## src/rtl/sys_timer_pkg.sv

```systemverilog
// Shared widths, register map and CTRL bit positions for the system timer.
package sys_timer_pkg;

  localparam int MEM_W      = 32;
  localparam int MEM_ADDR_W = 32;

  localparam logic [3:0] ADDR_CTRL  = 4'h0;
  localparam logic [3:0] ADDR_PRESC = 4'h4;
  localparam logic [3:0] ADDR_CNT   = 4'h8;
  localparam logic [3:0] ADDR_CMP   = 4'hC;

  localparam int CTRL_EN   = 0;
  localparam int CTRL_IE   = 1;
  localparam int CTRL_AR   = 2;
  localparam int CTRL_PEND = 3;

  function automatic logic [MEM_W-1:0] byte_merge(input logic [MEM_W-1:0] cur,
                                                  input logic [MEM_W-1:0] wdat,
                                                  input logic [3:0]       strb);
    logic [MEM_W-1:0] r;
    r = cur;
    for (int b = 0; b < 4; b++) begin
      if (strb[b]) r[8*b +: 8] = wdat[8*b +: 8];
    end
    return r;
  endfunction

endpackage

```

## src/rtl/sys_timer_if.sv

```systemverilog
// Reduced AXI4-lite slave channel set (AW/W/AR/R, no B) between interconnect and timer.
interface sys_timer_if;
  import sys_timer_pkg::*;

  logic [MEM_ADDR_W-1:0] awaddr;
  logic                  awvalid;
  logic                  awready;
  logic [MEM_W-1:0]      wdata;
  logic [3:0]            wstrb;
  logic                  wvalid;
  logic                  wready;
  logic [MEM_ADDR_W-1:0] araddr;
  logic                  arvalid;
  logic                  arready;
  logic [MEM_W-1:0]      rdata;
  logic                  rvalid;
  logic                  rready;

  modport master (
    output awaddr, awvalid, wdata, wstrb, wvalid, araddr, arvalid, rready,
    input  awready, wready, arready, rdata, rvalid
  );

  modport slave (
    input  awaddr, awvalid, wdata, wstrb, wvalid, araddr, arvalid, rready,
    output awready, wready, arready, rdata, rvalid
  );

endinterface

```

## src/rtl/sys_timer_core.sv

```systemverilog
// Prescaler, 32-bit up-counter, compare and sticky PEND flag.
// Updates every cycle; bus writes take priority over tick updates, match-set over W1C.
module sys_timer_core
  import sys_timer_pkg::*;
#(
  parameter int PRESC_W = 16
) (
  input  logic               clk,
  input  logic               rst_n,
  input  logic               en,
  input  logic               ar,
  input  logic [PRESC_W-1:0] presc,
  input  logic               presc_wr,
  input  logic [MEM_W-1:0]   cmp,
  input  logic               cnt_we,
  input  logic [3:0]         cnt_wstrb,
  input  logic [MEM_W-1:0]   cnt_wdat,
  input  logic               pend_clr,
  output logic [MEM_W-1:0]   cnt,
  output logic               pend
);

  logic [PRESC_W-1:0] pcnt;
  logic               tick;
  logic               match;

  assign tick  = en && (pcnt == presc);
  assign match = tick && (cnt == cmp);

  always_ff @(posedge clk or negedge rst_n) begin
    if (!rst_n) begin
      pcnt <= '0;
    end else if (!en || presc_wr || tick) begin
      pcnt <= '0;
    end else begin
      pcnt <= pcnt + PRESC_W'(1);
    end
  end

  always_ff @(posedge clk or negedge rst_n) begin
    if (!rst_n) begin
      cnt <= '0;
    end else if (cnt_we) begin
      cnt <= byte_merge(cnt, cnt_wdat, cnt_wstrb);
    end else if (tick) begin
      cnt <= (match && ar) ? '0 : cnt + 32'd1;
    end
  end

  always_ff @(posedge clk or negedge rst_n) begin
    if (!rst_n) begin
      pend <= 1'b0;
    end else if (match) begin
      pend <= 1'b1;
    end else if (pend_clr) begin
      pend <= 1'b0;
    end
  end

endmodule

```

## src/rtl/sys_timer.sv

```systemverilog
// Memory-mapped system timer: AXI4-lite slave FSMs and register decode around sys_timer_core.
// Write: 2 cycles valids->readies->update; read: arready N+1, rvalid N+2 held until rready.
module sys_timer
  import sys_timer_pkg::*;
#(
  parameter int               PRESC_W = 16,
  parameter logic [MEM_W-1:0] CMP_RST = 32'hFFFF_FFFF
) (
  input  logic        clk,
  input  logic        rst_n,
  sys_timer_if.slave  timer_axi,
  output logic        timer_irq
);

  localparam logic       W_IDLE = 1'b0;
  localparam logic       W_ACK  = 1'b1;
  localparam logic [1:0] R_IDLE = 2'd0;
  localparam logic [1:0] R_ADDR = 2'd1;
  localparam logic [1:0] R_DATA = 2'd2;

  logic               w_state;
  logic [3:0]         w_addr;
  logic [MEM_W-1:0]   w_dat;
  logic [3:0]         w_strb;
  logic [1:0]         r_state;
  logic [3:0]         r_addr;

  logic               en, ie, ar;
  logic [PRESC_W-1:0] presc;
  logic [MEM_W-1:0]   cmp;
  logic [MEM_W-1:0]   cnt;
  logic               pend;
  logic [MEM_W-1:0]   rd_val;

  logic               wr_fire;
  logic               wr_ctrl, wr_presc, wr_cnt, wr_cmp;
  logic               pend_clr;
  logic               unused_addr;

  assign unused_addr = ^{timer_axi.awaddr[MEM_ADDR_W-1:4], timer_axi.awaddr[1:0],
                         timer_axi.araddr[MEM_ADDR_W-1:4], timer_axi.araddr[1:0]};

  // AW and W are only ever taken together, so a lone AW never gets a ready.
  always_ff @(posedge clk or negedge rst_n) begin
    if (!rst_n) begin
      w_state <= W_IDLE;
      w_addr  <= '0;
      w_dat   <= '0;
      w_strb  <= '0;
    end else begin
      case (w_state)
        W_IDLE: begin
          if (timer_axi.awvalid && timer_axi.wvalid) begin
            w_state <= W_ACK;
            w_addr  <= {timer_axi.awaddr[3:2], 2'b00};
            w_dat   <= timer_axi.wdata;
            w_strb  <= timer_axi.wstrb;
          end
        end
        default: w_state <= W_IDLE;
      endcase
    end
  end

  assign timer_axi.awready = (w_state == W_ACK);
  assign timer_axi.wready  = (w_state == W_ACK);

  assign wr_fire  = (w_state == W_ACK);
  assign wr_ctrl  = wr_fire && (w_addr == ADDR_CTRL);
  assign wr_presc = wr_fire && (w_addr == ADDR_PRESC);
  assign wr_cnt   = wr_fire && (w_addr == ADDR_CNT);
  assign wr_cmp   = wr_fire && (w_addr == ADDR_CMP);
  assign pend_clr = wr_ctrl && w_strb[0] && w_dat[CTRL_PEND];

  always_ff @(posedge clk or negedge rst_n) begin
    if (!rst_n) begin
      en        <= 1'b0;
      ie        <= 1'b0;
      ar        <= 1'b0;
      presc     <= '0;
      cmp       <= CMP_RST;
      timer_irq <= 1'b0;
    end else begin
      if (wr_ctrl && w_strb[0]) begin
        en <= w_dat[CTRL_EN];
        ie <= w_dat[CTRL_IE];
        ar <= w_dat[CTRL_AR];
      end
      if (wr_presc) begin
        for (int i = 0; i < PRESC_W; i++) begin
          if (w_strb[i/8]) presc[i] <= w_dat[i];
        end
      end
      if (wr_cmp) cmp <= byte_merge(cmp, w_dat, w_strb);
      timer_irq <= pend && ie;
    end
  end

  sys_timer_core #(
    .PRESC_W (PRESC_W)
  ) u_core (
    .clk       (clk),
    .rst_n     (rst_n),
    .en        (en),
    .ar        (ar),
    .presc     (presc),
    .presc_wr  (wr_presc),
    .cmp       (cmp),
    .cnt_we    (wr_cnt),
    .cnt_wstrb (w_strb),
    .cnt_wdat  (w_dat),
    .pend_clr  (pend_clr),
    .cnt       (cnt),
    .pend      (pend)
  );

  always_comb begin
    rd_val = '0;
    case (r_addr)
      ADDR_CTRL: begin
        rd_val[CTRL_EN]   = en;
        rd_val[CTRL_IE]   = ie;
        rd_val[CTRL_AR]   = ar;
        rd_val[CTRL_PEND] = pend;
      end
      ADDR_PRESC: rd_val = MEM_W'(presc);
      ADDR_CNT:   rd_val = cnt;
      ADDR_CMP:   rd_val = cmp;
      default:    rd_val = '0;
    endcase
  end

  // rdata is captured once at the end of R_ADDR and held for the whole R_DATA phase.
  always_ff @(posedge clk or negedge rst_n) begin
    if (!rst_n) begin
      r_state         <= R_IDLE;
      r_addr          <= '0;
      timer_axi.rdata <= '0;
    end else begin
      case (r_state)
        R_IDLE: begin
          if (timer_axi.arvalid) begin
            r_state <= R_ADDR;
            r_addr  <= {timer_axi.araddr[3:2], 2'b00};
          end
        end
        R_ADDR: begin
          r_state         <= R_DATA;
          timer_axi.rdata <= rd_val;
        end
        R_DATA: begin
          if (timer_axi.rready) r_state <= R_IDLE;
        end
        default: r_state <= R_IDLE;
      endcase
    end
  end

  assign timer_axi.arready = (r_state == R_ADDR);
  assign timer_axi.rvalid  = (r_state == R_DATA);

endmodule

```

## src/flat_wrapper.sv

```systemverilog
// flat-port wrapper written by rule: the top's interface ports become plain ports
module sys_timer_flat import sys_timer_pkg::*;
#(
  parameter int               PRESC_W = 16,
  parameter logic [MEM_W-1:0] CMP_RST = 32'hFFFF_FFFF
)
  (clk, rst_n, timer_irq, timer_axi_awaddr, timer_axi_awvalid, timer_axi_wdata, timer_axi_wstrb, timer_axi_wvalid, timer_axi_araddr, timer_axi_arvalid, timer_axi_rready, timer_axi_awready, timer_axi_wready, timer_axi_arready, timer_axi_rdata, timer_axi_rvalid);
  sys_timer_if timer_axi_i ();
  input  logic clk;
  input  logic rst_n;
  output logic timer_irq;
  input wire logic [$bits(timer_axi_i.awaddr)-1:0] timer_axi_awaddr;
  input wire logic [$bits(timer_axi_i.awvalid)-1:0] timer_axi_awvalid;
  input wire logic [$bits(timer_axi_i.wdata)-1:0] timer_axi_wdata;
  input wire logic [$bits(timer_axi_i.wstrb)-1:0] timer_axi_wstrb;
  input wire logic [$bits(timer_axi_i.wvalid)-1:0] timer_axi_wvalid;
  input wire logic [$bits(timer_axi_i.araddr)-1:0] timer_axi_araddr;
  input wire logic [$bits(timer_axi_i.arvalid)-1:0] timer_axi_arvalid;
  input wire logic [$bits(timer_axi_i.rready)-1:0] timer_axi_rready;
  output wire logic [$bits(timer_axi_i.awready)-1:0] timer_axi_awready;
  output wire logic [$bits(timer_axi_i.wready)-1:0] timer_axi_wready;
  output wire logic [$bits(timer_axi_i.arready)-1:0] timer_axi_arready;
  output wire logic [$bits(timer_axi_i.rdata)-1:0] timer_axi_rdata;
  output wire logic [$bits(timer_axi_i.rvalid)-1:0] timer_axi_rvalid;
  assign timer_axi_i.awaddr = timer_axi_awaddr;
  assign timer_axi_i.awvalid = timer_axi_awvalid;
  assign timer_axi_i.wdata = timer_axi_wdata;
  assign timer_axi_i.wstrb = timer_axi_wstrb;
  assign timer_axi_i.wvalid = timer_axi_wvalid;
  assign timer_axi_i.araddr = timer_axi_araddr;
  assign timer_axi_i.arvalid = timer_axi_arvalid;
  assign timer_axi_i.rready = timer_axi_rready;
  assign timer_axi_awready = timer_axi_i.awready;
  assign timer_axi_wready = timer_axi_i.wready;
  assign timer_axi_arready = timer_axi_i.arready;
  assign timer_axi_rdata = timer_axi_i.rdata;
  assign timer_axi_rvalid = timer_axi_i.rvalid;
  sys_timer #(.PRESC_W(PRESC_W), .CMP_RST(CMP_RST)) u_core (.clk(clk), .rst_n(rst_n), .timer_axi(timer_axi_i), .timer_irq(timer_irq));
endmodule
```

## config.mk

```make
export PLATFORM = sky130hd
export DESIGN_NAME = sys_timer_flat
export DESIGN_NICKNAME = d
export VERILOG_FILES = /design/src/rtl/sys_timer_pkg.sv /design/src/rtl/sys_timer_if.sv /design/src/rtl/sys_timer_core.sv /design/src/rtl/sys_timer.sv /design/src/flat_wrapper.sv
export SDC_FILE = /design/constraint.sdc
export NUM_CORES = 1
export LEC_CHECK = 0
export BUFFER_PORTS_ARGS = -buffer_cell sky130_fd_sc_hd__buf_2
export CAP_MARGIN = 20
export CORE_MARGIN = 2
export CORE_UTILIZATION = 53
export CTS_BUF_LIST = sky130_fd_sc_hd__clkbuf_8
export DETAILED_ROUTE_END_ITERATION = 10
export HOLD_SLACK_MARGIN = 0.12
export PLACE_DENSITY = 0.9
export SETUP_SLACK_MARGIN = 0.2
export SKIP_LAST_GASP = 1
export SYNTH_ARGS = -nofsm -noshare
export SYNTH_HDL_FRONTEND = slang
export SYNTH_SLANG_ARGS = --single-unit
export TNS_END_PERCENT = 5
```

## constraint.sdc

```tcl
create_clock -name clk -period 2.28 [get_ports clk]
set_input_delay 0.114 -clock clk [delete_from_list [all_inputs] [get_ports clk]]
set_output_delay 0.114 -clock clk [all_outputs]
set_load 0.005 [all_outputs]
```

# Word-level counts from Yosys, hierarchy flattened
# Index checks and enable logic that the tools add are counted.
# word_totals
reg_bits,176
inputBits,106
out_inout_bits,37
# classes
n_addsub,2
eq_ne,16
muxes,17
n_bitwise,1
n_reduce_logical,32
# op_table
operator,count
$mux W32,3
$pmux W28 S3,1
$add A32 B1 Y32 const B,1
$eq A32 B32 Y1,1
$mux W8,4
$reduce_and A2 Y1,13
$add A16 B1 Y16 const B,1
$eq A16 B16 Y1,1
$mux W16,1
$pmux W4 S4,1
$logic_and A1 B1 Y1,11
$eq A2 B2 Y1 const B,5
$logic_not A4 Y1,2
$ne A2 B1 Y1 const B,4
$eq A2 B1 Y1 const B,3
$pmux W2 S3,1
$mux W1,4
$mux W2,2
$ne A2 B2 Y1 const B,2
$reduce_bool A2 Y1,2
$logic_not A2 Y1,1
$logic_or A1 B1 Y1,2
$logic_not A1 Y1,1
$not A1 Y1,1

# Longest topological paths before layout
# depth
word_depth,7
ltp_mapped,10
depth_no_buf,8

# Hierarchy
# A second synthesis with hierarchy kept.
# unflattened
cells_unflattened,807
hier_area_um2,8996.1
# by_module_without_submodules
module,instances,cells_per_inst,area_each_um2
sys_timer,1,372,5325.1
sys_timer_core,1,435,3671.0

# Least setup slack after synthesis
# No wires, ideal clock.
# synth_path
kind,register -> register
start,reg u_core.cmp[20]
end,reg u_core.u_core.cnt[25]
setup_time_ns,0.121
t_arrival_ns,2.014
t_required_ns,2.159
path_slack_ns,0.145
path_stages_with_launch,9
path_buffers,1
synth_period_minus_slack_ns,2.135
cell_sequence,dfstp_2 -> xnor2_1 -> nand4_1 -> nor4_2 -> nand4_2 -> and2_4 -> buf_6 -> a32o_1 -> a22o_1
# synth_via
elab_chain_cells,6
# synth_lines
element,line_no,rtl
start: declaration,sys_timer.sv:30,logic [MEM_W-1:0] cmp;
start signal: assignment,sys_timer.sv:94,"if (wr_cmp) cmp <= byte_merge(cmp, w_dat, w_strb);"
$eq A32 B32 Y1,sys_timer_core.sv:28,assign match = tick && (cnt == cmp);
$logic_and A1 B1 Y1,sys_timer_core.sv:28,
$logic_and A1 B1 Y1,sys_timer_core.sv:46,cnt <= (match && ar) ? '0 : cnt + 32'd1;
$mux W32,sys_timer_core.sv:46,
$mux W32,sys_timer_core.sv:45,end else if (tick) begin
$mux W32,sys_timer_core.sv:43,end else if (cnt_we) begin
end signal: assignment,sys_timer_core.sv:44,"cnt <= byte_merge(cnt, cnt_wdat, cnt_wstrb);"
end signal: assignment,sys_timer_core.sv:46,
end: declaration,sys_timer_core.sv:19,"output logic [MEM_W-1:0] cnt,"
# No other way between the ends. The select of a mux whose other input is x is not followed.
# A chain may end at the register's enable or synchronous reset.

# Final worst setup path
# layout_path
start,reg u_core.cmp[29]
end,reg u_core.u_core.cnt[31]
# The elaborated chain is that of the path after synthesis.

==> run summary <==
The run finished, with violations left. The final reports fail on negative setup slack. The net total in the final layout came out at 1157. The routed via count came out at 7318. Synthesis produced 859 cells. The non-filler instance count after layout came out at 1278. The top cell type by area accounts for 41.2% of the synthesized area. The met3 wirelength from detailed routing is 1450 um. The setup slack at placement came out at -0.145 ns. The power per standard cell area is 1010 mW/mm2. Sequential cells were found to cover 50.8% of the synthesized design area. Measured along the y axis, the die boundary spans 133 um. STA classifies the critical path endpoint as a flip-flop.

Ranked by total cell area, the synthesized netlist is headed by sky130_fd_sc_hd__dfrtp_1 41%, sky130_fd_sc_hd__dfstp_2 9.6%, sky130_fd_sc_hd__nand2_1 8.5%. The die outline area is 0.0176 mm2. The finished layout cell area is 0.0107 mm2. The number of clock sinks came out at 176. The met1 layer wirelength in the final routing is 10300 um.

Signal routing reaches up to met4. The most instantiated flip-flop cell in the synthesis netlist is sky130_fd_sc_hd__dfrtp_1. TritonCTS built the clock tree.

The number of fill cells came out at 1215. After synthesis, the share of cell area in mux cells is 11.3%. The highest ir drop seen on vdd is 0.000478 V. For this run, design rule violations remaining after detail routing come to 0.

The total iterations of the first detailed-routing run came out at 5. The flip-flop and latch count after synthesis came out at 176. The static leakage power came out at 4.96 nW. The final worst slack came out at -0.107 ns.

The initial cell density of the core came out at 54.7%. The setup TNS came out at -1.16 ns. The first global-routing pass estimated 38000 um of wire. The actual transition at the worst max-transition pin is 0.937 ns. Setup repair after global routing could not meet its margin everywhere. The fraction of the mapped netlist area in adder cells came out at 0.286%.

The clock transition at the registers of the reported paths is 0.09 ns. The number of enable flip-flop cells after synthesis is 0. For the worst setup path, the data arrival time is 2.76 ns. The normalized max-slew margin is 37.4%. The cell area that synthesis handed to floorplanning was 0.00875 mm2.

The initial antenna violation count is 0. The synthesized netlist devotes 8.17% of its cell area to compound gates. The number of hold violations in the final report is 0. STA classifies the critical path startpoint as a flip-flop. Once placement completed, the tool counted placed cells totaling 1199. The critical path in this run is classified as flip-flop to flip-flop. For this run, the number of Yosys warnings is 0.

The die span in x came out at 133 um. The minimum hold slack is 0.150 ns. The synthesized design spends more area on one cell type than any other, namely sky130_fd_sc_hd__dfrtp_1. Subtracting the final worst setup slack from the clock period gives 2.39 ns. The fraction of layout cells with a size suffix above 1 is 31.1%. The wire length per cell came out at 18.2 um.

The setup clock skew after layout came out at 0.0150 ns. The number of nets handed over by synthesis was 967. The area growth from synthesis to layout came out at 22.7%.

The average via count per standard cell is 5.73. Counting along the longest clock path gives a buffer depth of 2. Synthesis instantiated 65 different standard cells from the library. The wire length on met2 is 11000 um. 143 I/O pins were placed. Max-cap violations in this run came to 0. The pin count of the biggest net entering global routing came out at 77. The post-route fraction of the period consumed by the critical path came out at 105%.

Based on the critical path, the design can be clocked at up to 419 MHz. The total global routing track utilization came out at 27.5%. The overall routed net length came out at 23300 um. CTS placed an instance of sky130_fd_sc_hd__clkbuf_8 at the clock tree root.

The DRC violation total after the first TritonRoute iteration is 576. The routability congestion estimate from global placement came out at 0.972. After synthesis, the largest family of logic cells by area is simple AND/OR/NAND/NOR gates. The max-slew violation total from the final report is 0. The area of the core region came out at 0.0160 mm2. The via count of the first global-routing pass is 7257. 0 antenna diodes ended up in the layout. The count of final setup violators is 22.

The HPWL after detailed placement came out at 16000 um. The fraction of synthesized cell area in xor and xnor cells came out at 6.46%. Of all flip-flops after synthesis, the portion carrying an async set or reset was 100%. The number of rows in the core area is 46. The maximum fanout count along the critical path is 14.

Buffers inserted during clock tree synthesis total 17. Input and output buffers added on the ports amount to 82. Summed over all layers, the global routing overflow is 0. The total cell area at the placement stage is 0.00990 mm2. The H-tree depth is 4. In this run the remaining antenna-violating nets after routing total 0. The worst hold path belongs to the class primary input to asynchronous set/reset pin.

The simple logic cell fraction of the synthesized area came out at 19.8%. Clock latency on the worst-skew pair, taken at its later pin, is 0.48 ns. The worst endpoint required time is 2.65 ns. The synthesized area per cell is 10.2 um2.
[metal layers]
| metal | up-vias | track usage, % |
|---|---|---|
| li1 | 3366 | - |
| met1 | 3603 | 37.5 |
| met2 | 301 | 43.5 |
| met3 | 48 | 6.05 |
| met4 | 0 | 10.0 |
| met5 | - | 0 |
[cells by family after synthesis]
family          count (synthesis)
fa+ha+maj                       2
mux                            86
buf+inv                        61
simple gates                  370
xor+xnor                       62
flops                         176
compound gates                102
[cell usage after synthesis (7+ instances only)]
| cell type | n |
|---|---|
| sky130_fd_sc_hd__mux2i_1 | 16 |
| sky130_fd_sc_hd__a221oi_1 | 12 |
| sky130_fd_sc_hd__a21oi_1 | 12 |
| sky130_fd_sc_hd__dfstp_2 | 32 |
| sky130_fd_sc_hd__nor3_1 | 7 |
| sky130_fd_sc_hd__xor2_1 | 7 |
| sky130_fd_sc_hd__nor2_1 | 55 |
| sky130_fd_sc_hd__dfrtp_1 | 144 |
| sky130_fd_sc_hd__a22oi_1 | 8 |
| sky130_fd_sc_hd__nand4_1 | 21 |
| sky130_fd_sc_hd__buf_2 | 13 |
| sky130_fd_sc_hd__nand2_1 | 199 |
| sky130_fd_sc_hd__inv_1 | 13 |
| sky130_fd_sc_hd__mux2_2 | 66 |
| sky130_fd_sc_hd__clkbuf_1 | 24 |
| sky130_fd_sc_hd__nand3_1 | 28 |
| sky130_fd_sc_hd__o21ai_0 | 33 |
| sky130_fd_sc_hd__xnor2_1 | 52 |
| sky130_fd_sc_hd__and3_1 | 11 |
[cell type report]
class,instances,area (um2),area share (%)
flip-flops and latches,176,4440,41.4
multi-input cells,622,4040,37.6
repair buffers,218,1560,14.5
well taps,216,270,2.52
clock buffers,18,248,2.31
clock inverters,14,133,1.23
inverters,14,52.6,0.489
[final timing paths]
path	from	endpoint	slack, ns	cells after the start
min	rst_n	u_core.timer_axi.rdata[0]$_DFFE_PN0P_	0.15	2
min reg2reg	u_core.timer_axi.rdata[17]$_DFFE_PN0P_	u_core.timer_axi.rdata[17]$_DFFE_PN0P_	0.48	2
max reg2reg	u_core.cmp[29]$_DFFE_PN1P_	u_core.u_core.cnt[31]$_DFFE_PN0P_	-0.11	8
max	u_core.cmp[29]$_DFFE_PN1P_	u_core.u_core.cnt[31]$_DFFE_PN0P_	-0.11	8
min in group clk	timer_axi_awvalid	u_core.timer_axi.awready$_DFF_PN0_	0.27	4
max in group asynchronous	rst_n	u_core.cmp[20]$_DFFE_PN1P_	1.27	3
[power by group]
part           total [W]  leakage (nW)  internal [W]  switching [W]
Sequential       0.00492          2.15       0.00406       0.000856
Clock            0.00213         0.197      0.000911        0.00121
Combinational    0.00379          2.61       0.00188        0.00191
[flip-flops by register name, summed over array words and instances (netlist names), 4 cells and up]
signal                  flops
u_core.w_dat               32
u_core.w_strb               4
u_core.u_core.pcnt         16
u_core.timer_axi.rdata     32
u_core.presc               16
u_core.u_core.cnt          32
u_core.cmp                 32
[critical path, cell delays in order (launching register included)]
cell,delay (ns)
sky130_fd_sc_hd__dfstp_2,0.55
sky130_fd_sc_hd__xnor2_1,0.11
sky130_fd_sc_hd__buf_4,0.14
sky130_fd_sc_hd__nand4_1,0.13
sky130_fd_sc_hd__nor4_2,0.40
sky130_fd_sc_hd__nand4_2,0.21
sky130_fd_sc_hd__and2_4,0.28
sky130_fd_sc_hd__a21o_1,0.17
sky130_fd_sc_hd__a221o_1,0.28
[through the flow]
stage	power, W	utilization (%)
global placement	0.00842	61.9
floorplan	0.00697	-
finish	0.0108	67.2
CTS	0.0108	67.1
global route	0.0114	67.2
detailed placement	0.00859	61.9
[placed cells by master (no fill, tap or decap), types with 5 or more instances in the layout]
cell type / n
sky130_fd_sc_hd__inv_1: 14
sky130_fd_sc_hd__nand3_1: 28
sky130_fd_sc_hd__o21ai_0: 33
sky130_fd_sc_hd__nand4_1: 21
sky130_fd_sc_hd__or4_1: 5
sky130_fd_sc_hd__and3_1: 11
sky130_fd_sc_hd__dfrtp_1: 144
sky130_fd_sc_hd__a22oi_1: 8
sky130_fd_sc_hd__nor2_1: 55
sky130_fd_sc_hd__buf_4: 91
sky130_fd_sc_hd__nand2_1: 198
sky130_fd_sc_hd__dfstp_2: 32
sky130_fd_sc_hd__clkbuf_8: 18
sky130_fd_sc_hd__a221oi_1: 12
sky130_fd_sc_hd__or3_1: 5
sky130_fd_sc_hd__dlygate4sd3_1: 44
sky130_fd_sc_hd__mux2_2: 66
sky130_fd_sc_hd__mux2i_1: 16
sky130_fd_sc_hd__nor3_1: 7
sky130_fd_sc_hd__a221o_1: 5
sky130_fd_sc_hd__xor2_1: 7
sky130_fd_sc_hd__o311ai_0: 5
sky130_fd_sc_hd__xnor2_1: 52
sky130_fd_sc_hd__a21oi_1: 12
sky130_fd_sc_hd__nand2b_1: 5
sky130_fd_sc_hd__buf_2: 81
[what timing repair did]
action                                  in CTS  in global routing
endpoints found under the setup margin      34                 61
resized for setup                            1                  0
endpoints found under the hold margin      177                  0
setup buffers                                2                  1
pin swaps                                    1                  0
hold buffers                                44                  0
Power figures use the tool's default switching activity.
